`src/rtl/core_if_pc_gen_if.sv`:
```
// Fetch-unit bundle: imem request/response handshakes + decode handshake.
// master = fetch unit; slave = memory/decode side.
interface core_if_pc_gen_if #(
  parameter int unsigned PC_WIDTH   = 32,
  parameter int unsigned INST_WIDTH = 32
);
  logic                  imem_req_valid;
  logic                  imem_req_ready;
  logic [PC_WIDTH-1:0]   imem_req_addr;
  logic                  imem_rsp_valid;
  logic                  imem_rsp_ready;
  logic [INST_WIDTH-1:0] imem_rsp_inst;
  logic                  if_valid;
  logic                  if_ready;
  logic [INST_WIDTH-1:0] if_inst;
  logic [PC_WIDTH-1:0]   if_pc;

  modport master (
    output imem_req_valid,
    output imem_req_addr,
    output imem_rsp_ready,
    output if_valid,
    output if_inst,
    output if_pc,
    input  imem_req_ready,
    input  imem_rsp_valid,
    input  imem_rsp_inst,
    input  if_ready
  );

  modport slave (
    input  imem_req_valid,
    input  imem_req_addr,
    input  imem_rsp_ready,
    input  if_valid,
    input  if_inst,
    input  if_pc,
    output imem_req_ready,
    output imem_rsp_valid,
    output imem_rsp_inst,
    output if_ready
  );
endinterface

```
`src/rtl/core_if_pc_gen.sv`:
```
// Fetch PC generator with one outstanding imem request and a 1-entry
// buffer to decode; EX redirects squash in-flight/buffered wrong-path words.
// Ports: clk, rst (async, active high), ex_redirect, ex_redirect_pc,
//   bus (core_if_pc_gen_if.master: imem req/rsp, if_valid/ready/inst/pc).
// Option: CORE_IF_REDIRECT_CNT_EN adds 32-bit if_redirect_cnt output.
module core_if_pc_gen #(
  parameter int unsigned         PC_WIDTH   = 32,
  parameter logic [PC_WIDTH-1:0] RESET_PC   = PC_WIDTH'(32'h8000_0000),
  parameter int unsigned         INST_WIDTH = 32
) (
  input  logic                clk,
  input  logic                rst,
  input  logic                ex_redirect,
  input  logic [PC_WIDTH-1:0] ex_redirect_pc,
`ifdef CORE_IF_REDIRECT_CNT_EN
  output logic [31:0]         if_redirect_cnt,
`endif
  core_if_pc_gen_if.master    bus
);

  typedef enum logic [1:0] {
    S_REQ,
    S_WAIT,
    S_OUT
  } state_e;

  state_e                state_q, state_d;
  logic [PC_WIDTH-1:0]   pc_q, pc_d;
  logic [PC_WIDTH-1:0]   req_pc_q, req_pc_d;
  logic                  kill_q, kill_d;
  logic [INST_WIDTH-1:0] if_inst_q, if_inst_d;
  logic [PC_WIDTH-1:0]   if_pc_q, if_pc_d;

  logic [PC_WIDTH-1:0]   tgt;
  logic                  req_fire;
  logic                  rsp_fire;

  // JALR targets may carry bit 0 set; fetch ignores it.
  assign tgt = {ex_redirect_pc[PC_WIDTH-1:1], 1'b0};

  // A redirect withdraws the request in the same cycle; rst gating keeps
  // the request low while the state register is held in S_REQ by reset.
  assign bus.imem_req_valid = (state_q == S_REQ)
                            & ~ex_redirect & ~rst;
  assign bus.imem_req_addr  = pc_q;
  assign bus.imem_rsp_ready = (state_q == S_WAIT);
  assign bus.if_valid       = (state_q == S_OUT) & ~ex_redirect;
  assign bus.if_inst        = if_inst_q;
  assign bus.if_pc          = if_pc_q;

  assign req_fire = bus.imem_req_valid & bus.imem_req_ready;
  assign rsp_fire = bus.imem_rsp_ready & bus.imem_rsp_valid;

  always_comb begin
    state_d   = state_q;
    pc_d      = pc_q;
    req_pc_d  = req_pc_q;
    kill_d    = kill_q;
    if_inst_d = if_inst_q;
    if_pc_d   = if_pc_q;
    unique case (state_q)
      S_REQ: begin
        if (ex_redirect) begin
          pc_d = tgt;
        end else if (req_fire) begin
          req_pc_d = pc_q;
          pc_d     = pc_q + PC_WIDTH'(4);
          state_d  = S_WAIT;
        end
      end
      S_WAIT: begin
        if (ex_redirect) begin
          pc_d = tgt;
        end
        if (rsp_fire) begin
          if (kill_q | ex_redirect) begin
            kill_d  = 1'b0;
            state_d = S_REQ;
          end else begin
            if_inst_d = bus.imem_rsp_inst;
            if_pc_d   = req_pc_q;
            state_d   = S_OUT;
          end
        end else if (ex_redirect) begin
          // Word still owed by memory belongs to the wrong path.
          kill_d = 1'b1;
        end
      end
      S_OUT: begin
        if (ex_redirect) begin
          pc_d    = tgt;
          state_d = S_REQ;
        end else if (bus.if_ready) begin
          state_d = S_REQ;
        end
      end
      default: begin
        state_d = S_REQ;
      end
    endcase
  end

  always_ff @(posedge clk or posedge rst) begin
    if (rst) begin
      state_q   <= S_REQ;
      pc_q      <= RESET_PC;
      req_pc_q  <= '0;
      kill_q    <= 1'b0;
      if_inst_q <= '0;
      if_pc_q   <= '0;
    end else begin
      state_q   <= state_d;
      pc_q      <= pc_d;
      req_pc_q  <= req_pc_d;
      kill_q    <= kill_d;
      if_inst_q <= if_inst_d;
      if_pc_q   <= if_pc_d;
    end
  end

`ifdef CORE_IF_REDIRECT_CNT_EN
  logic [31:0] cnt_q, cnt_d;

  always_comb begin
    cnt_d = cnt_q + {31'd0, ex_redirect};
  end

  always_ff @(posedge clk or posedge rst) begin
    if (rst) begin
      cnt_q <= '0;
    end else begin
      cnt_q <= cnt_d;
    end
  end

  assign if_redirect_cnt = cnt_q;
`endif

endmodule

```
`src/flat_wrapper.sv`:
```
// flat-port wrapper written by rule: the top's interface ports become plain ports
module core_if_pc_gen_flat 
#(
  parameter int unsigned         PC_WIDTH   = 32,
  parameter logic [PC_WIDTH-1:0] RESET_PC   = PC_WIDTH'(32'h8000_0000),
  parameter int unsigned         INST_WIDTH = 32
)
  (clk, rst, ex_redirect, ex_redirect_pc, bus_imem_req_valid, bus_imem_req_addr, bus_imem_rsp_ready, bus_if_valid, bus_if_inst, bus_if_pc, bus_imem_req_ready, bus_imem_rsp_valid, bus_imem_rsp_inst, bus_if_ready);
  core_if_pc_gen_if #(.PC_WIDTH(PC_WIDTH), .INST_WIDTH(INST_WIDTH)) bus_i ();
  input  logic clk;
  input  logic rst;
  input  logic ex_redirect;
  input  logic [PC_WIDTH-1:0] ex_redirect_pc;
  output wire logic [$bits(bus_i.imem_req_valid)-1:0] bus_imem_req_valid;
  output wire logic [$bits(bus_i.imem_req_addr)-1:0] bus_imem_req_addr;
  output wire logic [$bits(bus_i.imem_rsp_ready)-1:0] bus_imem_rsp_ready;
  output wire logic [$bits(bus_i.if_valid)-1:0] bus_if_valid;
  output wire logic [$bits(bus_i.if_inst)-1:0] bus_if_inst;
  output wire logic [$bits(bus_i.if_pc)-1:0] bus_if_pc;
  input wire logic [$bits(bus_i.imem_req_ready)-1:0] bus_imem_req_ready;
  input wire logic [$bits(bus_i.imem_rsp_valid)-1:0] bus_imem_rsp_valid;
  input wire logic [$bits(bus_i.imem_rsp_inst)-1:0] bus_imem_rsp_inst;
  input wire logic [$bits(bus_i.if_ready)-1:0] bus_if_ready;
  assign bus_imem_req_valid = bus_i.imem_req_valid;
  assign bus_imem_req_addr = bus_i.imem_req_addr;
  assign bus_imem_rsp_ready = bus_i.imem_rsp_ready;
  assign bus_if_valid = bus_i.if_valid;
  assign bus_if_inst = bus_i.if_inst;
  assign bus_if_pc = bus_i.if_pc;
  assign bus_i.imem_req_ready = bus_imem_req_ready;
  assign bus_i.imem_rsp_valid = bus_imem_rsp_valid;
  assign bus_i.imem_rsp_inst = bus_imem_rsp_inst;
  assign bus_i.if_ready = bus_if_ready;
  core_if_pc_gen #(.PC_WIDTH(PC_WIDTH), .RESET_PC(RESET_PC), .INST_WIDTH(INST_WIDTH)) u_core (.clk(clk), .rst(rst), .ex_redirect(ex_redirect), .ex_redirect_pc(ex_redirect_pc), .bus(bus_i));
endmodule
```
`config.mk`:
```
export PLATFORM = sky130hd
export DESIGN_NAME = core_if_pc_gen_flat
export DESIGN_NICKNAME = d
export VERILOG_FILES = /design/src/rtl/core_if_pc_gen_if.sv /design/src/rtl/core_if_pc_gen.sv /design/src/flat_wrapper.sv
export SDC_FILE = /design/constraint.sdc
export NUM_CORES = 1
export LEC_CHECK = 0
export CELL_PAD_IN_SITES_DETAIL_PLACEMENT = 0
export CELL_PAD_IN_SITES_GLOBAL_PLACEMENT = 1
export CORE_MARGIN = 2
export CORE_UTILIZATION = 35
export DETAILED_ROUTE_END_ITERATION = 10
export MAX_ROUTING_LAYER = met4
export PLACE_DENSITY_LB_ADDON = 0.12
export SLEW_MARGIN = 20
export SYNTH_ARGS = -nofsm -noshare
export SYNTH_HDL_FRONTEND = slang
export SYNTH_SLANG_ARGS = --single-unit
```
`constraint.sdc`:
```
create_clock -name clk -period 4.8 [get_ports clk]
set_clock_uncertainty 0.05 [all_clocks]
set_input_delay 0.72 -clock clk [delete_from_list [all_inputs] [get_ports clk]]
set_output_delay 0.72 -clock clk [all_outputs]
set_load 0.03 [all_outputs]
```
==> flow_summary_export.csv, run 1 <==
group,metric,value,unit
run_status,run_status,"finished, final reports clean",
clock_network,ctsResizeCount,0,
power,pwr-share-seq,0.329,
power,ir_worst_vdd,0.385,mV
synth,yosys_warnings,0,
floorplanning,die-width,133,µm
clock_network,tritoncts_num_sinks,128,
run,max_cap_viol_count,0,
power,total_power_per_unit_cell_area,783,mW/mm²
synth,synth-edff-count,0,
floorplanning,floorplan.die.height,133,µm
timing,final.period_utilization,0.625,
cells_and_area,multi_input_comb_area,0.00239,mm²
timing,fmaxAchievable,0.333,GHz
worst_hold_path,hp-start,"u_core.req_pc_q[2]",
setup_path,rrSetupSlack,2.09,ns
routing,routed_via_density,5.11,
clock_network,clk_latency,0.41,ns
setup_path,timing.critical_path.from_type,"input pin",
cells_and_area,final_core_utilization,0.509,
power,power_frac_comb,0.491,
placed_design,routabilityCongestion,0.795,
clock_network,clkSlewWorstSetupHoldPaths,0.05,ns
setup_path,r2r-start,"u_core.state_q[0]",
placed_design,place.port_buffers,165,
floorplanning,design.portCount,169,
setup_path,r2r-end,"u_core.bus.imem_req_addr[25]",
setup_path,worst_ep_required_time,4.03,ns
synth,yosys-top-cells-count,"dfrtp_1, mux2_2, a21oi_1, nand2_1",
global_route,globalRouteOverflowTotal,0,
setup_path,worst-path-max-fanout,8,
timing,grt_setup_unrepaired,"no",
clock_network,ctsLongestPathBuffers,2,
cells_and_area,flow.area_growth_from_synthesis,40.8,%
global_route,grt_pass1_vias,4298,
floorplanning,floorplan.initialDensity,0.362,
timing,finalCriticalPeriod,3.00,ns
clock_network,tritoncts.num_buffers,17,
synth,ys_dominant_reg_cell,"dfrtp_1",
floorplanning,floorplan.die_area,0.0176,mm²
routing,wl,15.0,mm
global_route,grt_antenna_before_repair,0,
setup_path,timing.critical_path.arrival,2.23,ns
worst_hold_path,worstHoldPathType,"reg -> reg",
synth,synth-async-reset-ratio,1.00,
floorplanning,core,0.0160,mm²
power,switching_share,0.410,
worst_hold_path,worst_hold_end,"u_core.bus.if_pc[2]",
worst_hold_path,min_delay_path_depth,1,
synth,portion_of_synthesized_cell_area_occupied_by_the_leading_cell_type,0.549,
power,total_net_switching_power,2.61,mW
routing,initialDrtViolationCount,325,
clock_network,cts_hold_buf,0,
synth,post-synth-top-area-cell,"dfrtp_1",
timing,worst_slew_pin_slew,0.918,ns
routing,wire_per_inst,17.6,µm
placed_design,place.detailed.hpwl,10.2,mm
cells_and_area,drive_above_1_share,0.237,
power,power_leakage,3.26,nW
cells_and_area,stdcell_count,848,
synth,netlist-cell-type-count,64,
setup_path,slowest_delay,0.69,ns
synth,mappedNetlistArea,0.00578,mm²
cells_and_area,layout.area.seq,0.00320,mm²
clock_network,cts_tree,"yes",
synth,post-synth-top-count-cell,"dfrtp_1",
cells_and_area,layout.nets,696,
power,internal_power,3.77,mW
setup_path,critical-path-slowest-cell,"clkdlybuf4s50_1",
timing,final_setup_violating_endpoints,0,
routing,drt_first_pass_iters,4,
cells_and_area,inserted_diodes,0,
clock_network,h-tree-depth,4,
setup_path,critical-path-top-cell-by-count,"clkdlybuf4s50_1",
placed_design,post-place-cells,817,
routing,drtAntennaViolNets,0,
setup_path,worstSetupPathType,"in -> out",
setup_path,ff2ff_path_depth,6,
synth,synth_area_per_cell,12.5,µm²
synth,postSynthRegisterBits,128,
setup_path,path_cells,"clkdlybuf4s50_1 > nor3b_2 > clkdlybuf4s50_1",
clock_network,ctsRootBufferMaster,"clkbuf_16",
cells_and_area,fillerInstances,1470,
global_route,grt_use_total,0.183,
routing,remaining_drc_errors,0,
power,clock_power_share,0.180,
global_route,grt_start_max_net_pins,113,
floorplanning,standard_cell_rows,46,
clock_network,cts_setup_buffers,0,
routing,num_vias,4337,
timing,fin_setup_tns,0,ns
timing,drv_slew,0,
synth,syn-instance-count,462,
setup_path,worstSetupEndpointType,"primary output",
placed_design,placement.setup.worst_slack,1.50,ns
timing,worst_slew_margin_rel,0.388,
global_route,wire_length_of_the_first_global_routing_pass,24.3,mm
timing,timing_hold_violations_final,0,
synth,netlist_top_cells_area,"dfrtp_1, mux2_2, a21oi_1",
timing,final_critical_path_setup_slack,1.80,ns
synth,yosysSeqAreaShare,0.554,
[per-layer routing]
metal,vias up,track usage,share of wire
met5,-,-,0
met4,0,0.0544,0.010
met3,16,0.0552,0.053
met2,127,0.270,0.48
met1,2172,0.243,0.45
li1,2022,-,-
[worst max path at each step]
stage,from,to,slack (ns),depth (start not counted)
final,ex_redirect,bus_imem_req_valid,1.80,3
after global routing,ex_redirect,bus_imem_req_valid,1.74,3
after CTS,ex_redirect,bus_imem_req_valid,1.79,3
after detailed placement,ex_redirect,u_core.bus.if_inst[1],1.50,6
after global placement,ex_redirect,u_core.bus.if_inst[17],1.52,6
after floorplan,rst,u_core.bus.if_inst[0],0.62,1
[stage by stage]
| step | hold slack, ns | total power, mW | cell area (µm²) |
|---|---|---|---|
| floorplan | 0.425 | 4.03 | 5790 |
| finish | 0.446 | 6.38 | 8140 |
| CTS | 0.450 | 6.46 | 8140 |
| global placement | 0.434 | 5.21 | 7610 |
| detailed placement | 0.436 | 5.27 | 7610 |
| global route | 0.459 | 6.78 | 8140 |
[power by group through the flow]
stage,clock network [mW],logic [mW],registers (mW)
after floorplan,0,1.25,2.79
after global placement,0,3.13,2.09
after detailed placement,0,3.16,2.11
after CTS,1.19,3.17,2.10
after global routing,1.25,3.35,2.19
final,1.15,3.13,2.10
[cells by family (layout without fill, tap and decap cells)]
logic type / Yosys count / in the layout / share of synthesized area
AO/OA/AOI/OAI: 89 / 89 / 0.105
AND/OR/NAND/NOR: 97 / 97 / 0.100
buffers and inverters: 42 / 211 / 0.0348
adder cells (fa/ha/maj): 6 / 6 / 0.0130
flip-flops: 128 / 128 / 0.554
other: 1 / 2 / 0.000648
multiplexers: 99 / 99 / 0.192
[critical path: cells and delay by family]
kind / cells / cell delay [ns]
buffers and inverters: 2 / 1.25
and+or+nand+nor: 1 / 0.25
[registers in the layout, summed over array words and instances (netlist names)]
| name | cells |
|---|---|
| u_core.bus.if_inst | 32 |
| u_core.bus.if_pc | 31 |
| u_core.bus.imem_req_addr | 31 |
| u_core.kill_q | 1 |
| u_core.req_pc_q | 31 |
| u_core.state_q | 2 |
[cells in the final DEF (no fill, tap or decap), drive strengths merged, types with 3 or more instances in the layout]
cell / Yosys / routed
ha: 6 / 6
inv: 10 / 10
o21ai: 14 / 14
nand3: 16 / 16
o22ai: 10 / 10
mux2: 97 / 97
and3: 6 / 6
clkinv: 0 / 3
a2bb2oi: 5 / 5
clkbuf: 13 / 26
nor2: 16 / 16
a21oi: 30 / 30
dfrtp: 127 / 127
a311oi: 5 / 5
and4: 7 / 7
clkdlybuf4s50: 0 / 165
nand4: 10 / 10
nand2: 19 / 19
o32ai: 4 / 4
buf: 19 / 5
nor3: 10 / 10
a31oi: 3 / 3
a211oi: 3 / 3
[layout make-up]
class	instances	area share
Clock buffer	26	0.0613
Clock inverter	5	0.00369
Inverter	10	0.00553
Multi-Input combinational cell	293	0.294
Sequential cell	128	0.394
Tap cell	216	0.0332
Timing Repair Buffer	170	0.209
Note: power is estimated with default switching activity, not from simulation.
==> run 2, diff against run 1 <==
==> constraint.sdc (replaced) <==
create_clock -name clk -period 2.8 [get_ports clk]
set_clock_uncertainty 0.05 [all_clocks]
set_input_delay 0.42 -clock clk [delete_from_list [all_inputs] [get_ports clk]]
set_output_delay 0.42 -clock clk [all_outputs]
set_load 0.03 [all_outputs]
==> run 2 against run 1 <==
Against the previous run:
- non-clock buffer count increased by 16
- utilization increased by 1.7 points
- register-to-register slack got worse by 1.5 ns
- combinational power increased by 78%
- flip-flop and latch count unchanged
- worst setup slack got worse by 1.6 ns
- critical path depth increased by 1
- count of clock-buffer cells in the layout decreased by 6
- die area unchanged
- highest routed layer unchanged
==> flow_summary_export.csv, run 2 (same netlist as run 1, synthesis figures left out) <==
group,metric,value,unit
routing,num_vias,4334,
floorplanning,floorplan.initialDensity,0.362,
timing,timing_hold_violations_final,0,
timing,worst_slew_pin_slew,0.733,ns
cells_and_area,flow.area_growth_from_synthesis,45.5,%
routing,routed_via_density,5.01,
timing,finalCriticalPeriod,2.60,ns
power,power_leakage,3.39,nW
global_route,globalRouteOverflowTotal,0,
setup_path,critical-path-slowest-cell,"clkdlybuf4s50_1",
setup_path,ff2ff_path_depth,7,
routing,initialDrtViolationCount,195,
global_route,wire_length_of_the_first_global_routing_pass,24.1,mm
setup_path,worst_ep_required_time,2.33,ns
floorplanning,floorplan.die.height,133,µm
routing,wire_per_inst,17.3,µm
clock_network,tritoncts.num_buffers,17,
cells_and_area,final_common_cell,"clkdlybuf4s50_1",
setup_path,timing.critical_path.from_type,"flop",
worst_hold_path,worstHoldPathType,"reg -> reg",
setup_path,r2r-end,"u_core.state_q[0]",
clock_network,tritoncts_num_sinks,128,
setup_path,path_cells,"inv_1 > ha_1 > nor3b_2 > clkdlybuf4s50_1",
setup_path,crit_family,"buffers and inverters",
clock_network,clk_latency,0.41,ns
setup_path,rrSetupSlack,0.54,ns
run_status,run_status,"finished, final reports clean",
power,ir_worst_vdd,0.640,mV
timing,drv_slew,0,
cells_and_area,inserted_diodes,0,
timing,fmaxAchievable,0.384,GHz
floorplanning,core,0.0160,mm²
setup_path,r2r-start,"u_core.state_q[1]",
floorplanning,standard_cell_rows,46,
timing,final_setup_violating_endpoints,0,
timing,worst_slew_margin_rel,0.510,
placed_design,place.detailed.hpwl,10.7,mm
setup_path,cp.buffers_inverters,2,
clock_network,cts_tree,"yes",
placed_design,place.port_buffers,165,
clock_network,clkSlewWorstSetupHoldPaths,0.06,ns
worst_hold_path,min_delay_path_depth,1,
global_route,grt_pass1_vias,4438,
setup_path,worstSetupEndpointType,"primary output",
setup_path,slowest_delay,0.70,ns
timing,fin_setup_tns,0,ns
global_route,grt_start_max_net_pins,48,
cells_and_area,largest_register_ffs,32,
placed_design,post-place-cells,833,
routing,remaining_drc_errors,0,
worst_hold_path,worst_hold_end,"u_core.bus.if_pc[7]",
placed_design,routabilityCongestion,0.786,
run,max_cap_viol_count,0,
timing,worst_hold_slack,0.447,ns
cells_and_area,stdcell_count,865,
global_route,grt_use_total,0.180,
power,total_power_per_unit_cell_area,1360,mW/mm²
cells_and_area,layout.nets,712,
timing,final.period_utilization,0.930,
clock_network,h-tree-depth,4,
routing,drtAntennaViolNets,0,
floorplanning,floorplan.die_area,0.0176,mm²
cells_and_area,most-common-layout-cells,"clkdlybuf4s50_1, dfrtp_1, mux2_2, a21oi_1, nand2_1",
timing,grt_setup_unrepaired,"no",
clock_network,cts_hold_buf,0,
worst_hold_path,hp-start,"u_core.req_pc_q[7]",
routing,wl,15.0,mm
floorplanning,die-width,133,µm
global_route,grt_antenna_before_repair,0,
floorplanning,design.portCount,169,
clock_network,cts_setup_buffers,0,
clock_network,ctsLongestPathBuffers,2,
routing,drt_first_pass_iters,4,
setup_path,worst-path-max-fanout,5,
cells_and_area,drive_above_1_share,0.265,
power,report.power.total,11.4,mW
setup_path,worstSetupPathType,"reg -> out",
setup_path,timing.critical_path.arrival,2.13,ns
clock_network,ctsResizeCount,0,
clock_network,ctsRootBufferMaster,"clkbuf_16",
## run 2: worst register-to-register path, stage by stage (launching register included)
cell	delay (ns)
dfrtp_1	0.40
inv_1	0.13
ha_1	0.29
nor3b_2	0.21
and2_2	0.18
inv_2	0.03
a222oi_1	0.47
mux2_1	0.38
## run 2: how the worst max path moves through the flow
stage / start / endpoint / slack, ns / cells past startpoint
after floorplan: u_core.state_q[0] / u_core.state_q[0] / 0.30 / 8
after global placement: ex_redirect / u_core.bus.imem_req_addr[7] / 0.33 / 7
after detailed placement: ex_redirect / u_core.bus.if_inst[22] / 0.31 / 6
after CTS: u_core.state_q[1] / bus_imem_req_valid / 0.16 / 4
after global routing: u_core.state_q[1] / bus_imem_req_valid / 0.06 / 4
final: u_core.state_q[1] / bus_imem_req_valid / 0.20 / 4
## run 2: area by class of cell
cell class / instances / area, µm²
Tap cell: 216 / 270
Sequential cell: 128 / 3200
Clock inverter: 12 / 158
Inverter: 10 / 41.3
Timing Repair Buffer: 186 / 1880
Clock buffer: 20 / 467
Fill cell: 1440 / 7580
Multi-Input combinational cell: 293 / 2390
## run 2: layer usage
layer	wire, µm	track usage	up-vias
met5	0	-	-
met4	176	0.0603	0
met3	688	0.0429	14
met2	7270	0.280	109
met1	6860	0.232	2151
li1	-	-	2060
## run 2: metrics by stage
stage                      util  cell area [µm²]  worst slack, ns
after global placement    0.487             7790            0.332
after floorplan               -             5790            0.301
after CTS                 0.526             8420            0.159
after global routing      0.526             8420           0.0638
after detailed placement  0.487             7790            0.309
final                     0.526             8420            0.196
## run 2: power breakdown
group	switching, mW	leakage [nW]	internal, mW	total (mW)
clock	0.816	0.299	1.47	2.29
sequential	0.784	1.51	2.80	3.59
combinational	2.97	1.58	2.59	5.56
